$ cat config.mk
export PLATFORM = sky130hd
export DESIGN_NAME = read_cycle
export DESIGN_NICKNAME = d
export VERILOG_FILES = /design/src/rtl/read_cycle_pkg.sv /design/src/rtl/read_cycle_wait_timer.sv /design/src/rtl/read_cycle.sv
export SDC_FILE = /design/constraint.sdc
export NUM_CORES = 1
export LEC_CHECK = 0
export BUFFER_PORTS_ARGS = -buffer_cell sky130_fd_sc_hd__buf_4
export CAP_MARGIN = 10
export CORE_MARGIN = 1
export CORE_UTILIZATION = 44
export DETAILED_ROUTE_END_ITERATION = 6
export PLACE_DENSITY = 0.72
export SYNTH_ARGS = -nofsm -noshare
export SYNTH_HDL_FRONTEND = slang
export SYNTH_SLANG_ARGS = --single-unit
$ cat constraint.sdc
create_clock -name clk -period 1.44 [get_ports clk]
set_input_delay 0.216 -clock clk [delete_from_list [all_inputs] [get_ports clk]]
set_output_delay 0.216 -clock clk [all_outputs]
set_load 0.02 [all_outputs]
$ cat src/rtl/read_cycle_pkg.sv
// read_cycle_pkg: definitions shared by the external-SRAM read and write
// sequencers. It holds the state encoding, the default bus width and the
// idle levels of the shared latch/count lines.
package read_cycle_pkg;

  typedef enum logic [2:0] {
    ST_IDLE = 3'd0,
    ST_ADDR = 3'd1,
    ST_OE   = 3'd2,
    ST_WAIT = 3'd3,
    ST_CAPT = 3'd4,
    ST_HOLD = 3'd5
  } state_t;

  localparam int DEFAULT_DATA_WIDTH = 8;

  // Idle levels of the shared lines. The write sequencer uses them as well.
  localparam logic IDLE_LATCH  = 1'b0;
  localparam logic IDLE_COUNT  = 1'b1;
  localparam logic IDLE_STROBE = 1'b1;

  // A read may start or continue only while no write is requested.
  function automatic logic read_granted(input logic rd, input logic wr);
    return rd & ~wr;
  endfunction

endpackage

$ cat src/rtl/read_cycle_wait_timer.sv
// read_cycle_wait_timer: loadable down-counter that times the nOE-low wait
// states. The terminal flag 'last' is high while the count is 1 or less, so
// the cycle in which it is seen is the final wait cycle.
module read_cycle_wait_timer #(
  parameter int WCNT_W = 4
) (
  input  logic              clk,
  input  logic              reset,
  input  logic              load,
  input  logic [WCNT_W-1:0] load_value,
  input  logic              dec,
  output logic              last
);

  localparam logic [WCNT_W-1:0] CNT_ZERO = WCNT_W'(0);
  localparam logic [WCNT_W-1:0] CNT_ONE  = WCNT_W'(1);

  logic [WCNT_W-1:0] cnt_r;

  // Load the wait count, count it down (saturating at zero), or hold it.
  always_ff @(posedge clk or negedge reset) begin
    if (!reset) begin
      cnt_r <= CNT_ZERO;
    end else if (load) begin
      cnt_r <= load_value;
    end else if (dec && (cnt_r != CNT_ZERO)) begin
      cnt_r <= cnt_r - CNT_ONE;
    end else begin
      cnt_r <= cnt_r;
    end
  end

  assign last = (cnt_r <= CNT_ONE);

endmodule

$ cat src/rtl/read_cycle.sv
// read_cycle: read-direction sequencer for the external SRAM-style data path.
// Each word: latch the address, drop nOE and count, wait WAIT_STATES clocks,
// capture data_in, then raise nOE/count and pulse data_valid. Words repeat
// back-to-back while read stays requested and write is low.
// Optional feature macro: READ_HOLD_EN. It adds the data_ack input and the
// HOLD state, which keeps data_valid high until the consumer acknowledges.
module read_cycle
  import read_cycle_pkg::*;
#(
  parameter int DATA_WIDTH  = DEFAULT_DATA_WIDTH,
  parameter int WAIT_STATES = 1,
  parameter int WCNT_W      = 4
) (
  input  logic                  clk,
  input  logic                  reset,
  input  logic                  read,
  input  logic                  write,
  input  logic [DATA_WIDTH-1:0] data_in,
`ifdef READ_HOLD_EN
  input  logic                  data_ack,
`endif
  output logic                  latch,
  output logic                  count,
  output logic                  nOE,
  output logic                  reading,
  output logic [DATA_WIDTH-1:0] data_out,
  output logic                  data_valid
);

  localparam logic [WCNT_W-1:0] WAIT_LOAD = WCNT_W'(WAIT_STATES);
  localparam logic              HAS_WAIT  = (WAIT_STATES > 0);

  state_t                  state_r, state_s;
  logic                    latch_r, latch_s;
  logic                    count_r, count_s;
  logic                    noe_r, noe_s;
  logic                    reading_r, reading_s;
  logic [DATA_WIDTH-1:0]   data_out_r, data_out_s;
  logic                    data_valid_r, data_valid_s;
  logic                    tmr_load_s;
  logic                    tmr_dec_s;
  logic                    tmr_last_s;
  logic                    go_s;

  assign go_s = read_granted(read, write);

  read_cycle_wait_timer #(
    .WCNT_W(WCNT_W)
  ) u_wait_timer (
    .clk        (clk),
    .reset      (reset),
    .load       (tmr_load_s),
    .load_value (WAIT_LOAD),
    .dec        (tmr_dec_s),
    .last       (tmr_last_s)
  );

  // Next-state and next-output logic. Every output is registered below.
  always_comb begin
    state_s      = state_r;
    latch_s      = latch_r;
    count_s      = count_r;
    noe_s        = noe_r;
    reading_s    = reading_r;
    data_out_s   = data_out_r;
    data_valid_s = 1'b0;
    tmr_load_s   = 1'b0;
    tmr_dec_s    = 1'b0;
    case (state_r)
      ST_IDLE: begin
        if (go_s) begin
          reading_s = 1'b1;
          state_s   = ST_ADDR;
        end else begin
          reading_s = 1'b0;
          state_s   = ST_IDLE;
        end
      end
      ST_ADDR: begin
        latch_s = 1'b1;
        state_s = ST_OE;
      end
      ST_OE: begin
        latch_s    = IDLE_LATCH;
        noe_s      = 1'b0;
        count_s    = 1'b0;
        tmr_load_s = 1'b1;
        if (HAS_WAIT) begin
          state_s = ST_WAIT;
        end else begin
          state_s = ST_CAPT;
        end
      end
      ST_WAIT: begin
        tmr_dec_s = 1'b1;
        if (tmr_last_s) begin
          state_s = ST_CAPT;
        end else begin
          state_s = ST_WAIT;
        end
      end
      ST_CAPT: begin
        data_out_s   = data_in;
        data_valid_s = 1'b1;
        noe_s        = IDLE_STROBE;
        count_s      = IDLE_COUNT;
`ifdef READ_HOLD_EN
        state_s = ST_HOLD;
`else
        if (go_s) begin
          state_s = ST_ADDR;
        end else begin
          reading_s = 1'b0;
          state_s   = ST_IDLE;
        end
`endif
      end
`ifdef READ_HOLD_EN
      ST_HOLD: begin
        if (data_ack) begin
          data_valid_s = 1'b0;
          if (go_s) begin
            state_s = ST_ADDR;
          end else begin
            reading_s = 1'b0;
            state_s   = ST_IDLE;
          end
        end else begin
          data_valid_s = 1'b1;
          state_s      = ST_HOLD;
        end
      end
`endif
      default: begin
        state_s   = ST_IDLE;
        latch_s   = IDLE_LATCH;
        count_s   = IDLE_COUNT;
        noe_s     = IDLE_STROBE;
        reading_s = 1'b0;
      end
    endcase
  end

  // State and output registers. Reset returns the bus to its idle levels at once.
  always_ff @(posedge clk or negedge reset) begin
    if (!reset) begin
      state_r      <= ST_IDLE;
      latch_r      <= IDLE_LATCH;
      count_r      <= IDLE_COUNT;
      noe_r        <= IDLE_STROBE;
      reading_r    <= 1'b0;
      data_out_r   <= {DATA_WIDTH{1'b0}};
      data_valid_r <= 1'b0;
    end else begin
      state_r      <= state_s;
      latch_r      <= latch_s;
      count_r      <= count_s;
      noe_r        <= noe_s;
      reading_r    <= reading_s;
      data_out_r   <= data_out_s;
      data_valid_r <= data_valid_s;
    end
  end

  assign latch      = latch_r;
  assign count      = count_r;
  assign nOE        = noe_r;
  assign reading    = reading_r;
  assign data_out   = data_out_r;
  assign data_valid = data_valid_r;

endmodule

==> run_results.csv <==
group,metric,value,unit
power_and_ir_drop,pwr-share-clk,9.7,%
global_route,grt.overflow.total,0,
worst_setup_path,worstPathMaxFanout,6,
routing,post_drt_via_cell_ratio,5.06,
power_and_ir_drop,ir_drop,0.00116,V
placement,dpl.cell_count,123,
power_and_ir_drop,p_leak,0.000562,uW
worst_setup_path,max_stage_delay,0.47,ns
timing,skew,0.00318,ns
worst_setup_path,crit_path_cell_trace,"or3_4 > or4_1 > a21oi_1",
timing,worst_pin_slew,0.303,ns
logic_synthesis,synth_cell_types,30,
logic_synthesis,synth_flop_cell,"dfrtp_1",
floorplanning,die_h,45.9,microns
routing,drc,0,
logic_synthesis,yosys.area_share.simple,18.0,%
finish,area.growth.synth_to_final,40.9,%
worst_setup_path,critPathTopFamily,"simple AND/OR/NAND/NOR gates",
worst_setup_path,r2r_slack,-0.05,ns
timing,min_period,1.49,ns
worst_hold_path,worstHoldStart,"data_in[0]",
logic_synthesis,synth_edf_count,0,
logic_synthesis,async_flop_share,100,%
clock_tree,numCtsBuffers,3,
worst_setup_path,worstSetupStartpoint,"u_wait_timer.cnt_r[2]$_DFFE_PN0P_",
logic_synthesis,synth_xor_area_share,0,%
routing,vias,663,
routing,wl,1740,microns
placement,place.gp.congestion,0.782,
timing,rsz0062_at_grt,"true",
status,violations,"setup timing",
finish,diodes,0,
floorplanning,coreArea,0.00176,sq mm
worst_setup_path,cp_data_required_time,1.68,ns
logic_synthesis,yosysTopAreaCellShare,53.2,%
finish,stdcell_count,131,
worst_setup_path,crit_arrival,1.73,ns
logic_synthesis,postSynthAreaPerCell,12.1,sq um
floorplanning,rows,15,
worst_setup_path,worst-path-buf-inv,0,
worst_setup_path,path_class,"register to register",
logic_synthesis,postSynthCellCount,70,
worst_setup_path,worst_setup_path_end_kind,"register",
power_and_ir_drop,power.switching,1100,uW
routing,final_antenna_net_count,0,
global_route,grt_pass1_vias,654,
clock_tree,cts_tree,"yes",
clock_tree,clk_latency,0.30,ns
timing,finalMaxSlewViolations,0,
power_and_ir_drop,p_comb_share,53.8,%
timing,fin_crit_sh,104,%
floorplanning,num_io_pins,25,
job,cap_violations,0,
clock_tree,clk_pin_slew_worst_paths,0.10,ns
timing,clock.fmax,671,MHz
worst_setup_path,crit_path_start_kind,"register",
logic_synthesis,synth.most_common_cell,"dfrtp_1",
global_route,antenna_found_initial,0,
worst_setup_path,rr_startpoint,"u_wait_timer.cnt_r[2]$_DFFE_PN0P_",
power_and_ir_drop,p_seq_share,36.6,%
logic_synthesis,synth_area_leader_cell,"dfrtp_1",
power_and_ir_drop,swShare,39.4,%
floorplanning,start_util,48.0,%
logic_synthesis,synth_top_family_by_area,"simple AND/OR/NAND/NOR gates",
timing,slew_headroom,79.7,%
floorplanning,die_area,0.00210,sq mm
finish,num-nets-final,121,
logic_synthesis,synth_area,847,sq um
placement,numPortBuffers,24,
logic_synthesis,synth_common_cells,"dfrtp_1 (18), mux2_2 (8), inv_1 (4), nor2_1 (4), o21ai_0 (4)",
placement,dp_hpwl,1210,microns
routing,drt_iter0_drc,4,
global_route,grt_pass1_wl,2740,microns
logic_synthesis,ys_seq_area_share,56.3,%
global_route,grt_max_degree,20,
clock_tree,cts_root_buf,"clkbuf_4",
worst_setup_path,path_depth,3,
clock_tree,cts_sinks,19,
logic_synthesis,synthAdderAreaFrac,2.95,%
finish,drive_gt1_share,52.8,%
routing,drt_first_pass_iters,5,
worst_setup_path,r2r_cells,3,
timing,setup_tns,-0.109,ns
clock_tree,cts_max_path_buffers,2,
worst_hold_path,min_path_type,"primary input to register",
logic_synthesis,synthTopCellsByArea,"dfrtp_1 (53%), mux2_2 (11%), dfstp_2 (3.1%), ha_1 (3.0%), nand3b_4 (2.4%)",
timing,fin_ws,-0.0510,ns
worst_setup_path,slowest_stage,"or4_1",
power_and_ir_drop,power.internal,1690,uW
routing,wl_per_cell,13.3,microns
logic_synthesis,synth_warnings,0,
global_route,grtUsageTotal,19.0,%
logic_synthesis,ys_seq_elements,19,
timing,hold_violations,0,
worst_setup_path,crit_end,"u_wait_timer.cnt_r[3]$_DFFE_PN0P_",
clock_tree,htree_num_levels,1,
status,status,"finished with violations",
power_and_ir_drop,powerDensity,2330,mW/mm^2
logic_synthesis,synth_nets,84,
timing,setup_viol,3,
floorplanning,die_w,45.9,microns
logic_synthesis,synth.area.mux_share,11.8,%
logic_synthesis,synth_compound_area_share,7.68,%
worst_setup_path,r2r-end,"u_wait_timer.cnt_r[3]$_DFFE_PN0P_",
==> metal layers <==
| layer | GRT usage [%] | routed length (microns) | vias to the layer above |
|---|---|---|---|
| li1 | - | - | 319 |
| met1 | 20.9 | 715 | 323 |
| met2 | 33.0 | 922 | 16 |
| met3 | 3.17 | 54 | 5 |
| met4 | 12.9 | 48 | 0 |
| met5 | 0 | 0 | - |
==> cells by family (layout without fill, tap and decap cells) <==
| kind of cell | Yosys count | count (layout) |
|---|---|---|
| fa+ha+maj | 2 | 2 |
| compound gates | 11 | 11 |
| flops | 19 | 19 |
| buf+inv | 6 | 42 |
| simple gates | 23 | 23 |
| mux | 9 | 9 |
==> cells in the final DEF (no fill, tap or decap) <==
cell,count
o31a_1,1
dlygate4sd3_1,1
nand3b_4,1
nor4_1,1
mux2i_1,1
nor2_1,4
dfrtp_1,18
nand2_1,1
dfstp_2,1
clkbuf_1,1
a21oi_2,1
or3_4,2
or4_1,1
a22o_1,1
ha_1,1
ha_2,1
o21ai_0,3
nor3b_2,2
o22ai_1,1
a21oi_1,2
buf_12,1
a31oi_1,1
nor3_1,1
and2_1,1
nand4b_1,1
nor2_2,1
nand3_2,1
nand2b_1,2
or3_1,1
or3b_2,1
buf_4,32
mux2_2,8
clkbuf_4,3
inv_1,4
or2_2,1
o21ai_1,1
or2b_1,1
==> power by group through the flow <==
stage	clock network, uW	registers [uW]	logic, uW
3_3_place_gp	0	1010	1320
3_5_place_dp	0	1020	1360
6_report	269	1020	1500
4_1_cts	275	1010	1400
5_1_grt	286	1060	1630
2_1_floorplan	0	1190	621
==> flip-flops by register name, indices dropped and copies added (netlist names) <==
name / count
data_out: 8
data_valid: 1
latch: 1
nOE: 1
reading: 1
state_r: 3
u_wait_timer.cnt_r: 4
==> how the worst min path moves through the flow <==
stage / endpoint / slack (ns) / depth (start not counted)
floorplan: data_out[0]$_DFFE_PN0N_ / -0.08 / 0
global placement: latch$_DFFE_PN0N_ / 0.10 / 1
detailed placement: latch$_DFFE_PN0N_ / 0.10 / 1
CTS: data_out[0]$_DFFE_PN0N_ / 0.13 / 2
global route: data_out[3]$_DFFE_PN0N_ / 0.14 / 2
finish: data_out[0]$_DFFE_PN0N_ / 0.14 / 2
==> cell type report <==
type	count	area, sq um
timing repair buffer	34	270
fill	152	571
sequential	19	477
inverter	4	15.0
multi-input combinational	45	374
clock buffer	4	26.3
tap	25	31.3
==> per-stage QoR <==
stage / power [uW] / utilization, % / area, sq um / hold WS (ns) / worst slack (ns)
floorplan: 1810 / - / 847 / -0.0796 / 0.0204
global placement: 2330 / 62.6 / 1100 / 0.100 / 0.0227
detailed placement: 2380 / 62.6 / 1100 / 0.101 / -0.0328
CTS: 2680 / 65.5 / 1150 / 0.133 / -0.0130
global route: 2970 / 67.7 / 1190 / 0.142 / -0.139
finish: 2780 / 67.7 / 1190 / 0.137 / -0.0510
==> repair_timing <==
item | 4_1_cts | 5_1_grt
endpoints found under the hold margin | 18 | 0
setup buffers | 2 | 1
resized for setup | 0 | 8
pin swaps | 0 | 3
hold buffers | 1 | 0
setup endpoints to repair | 3 | 4
Power figures use the tool's default switching activity.
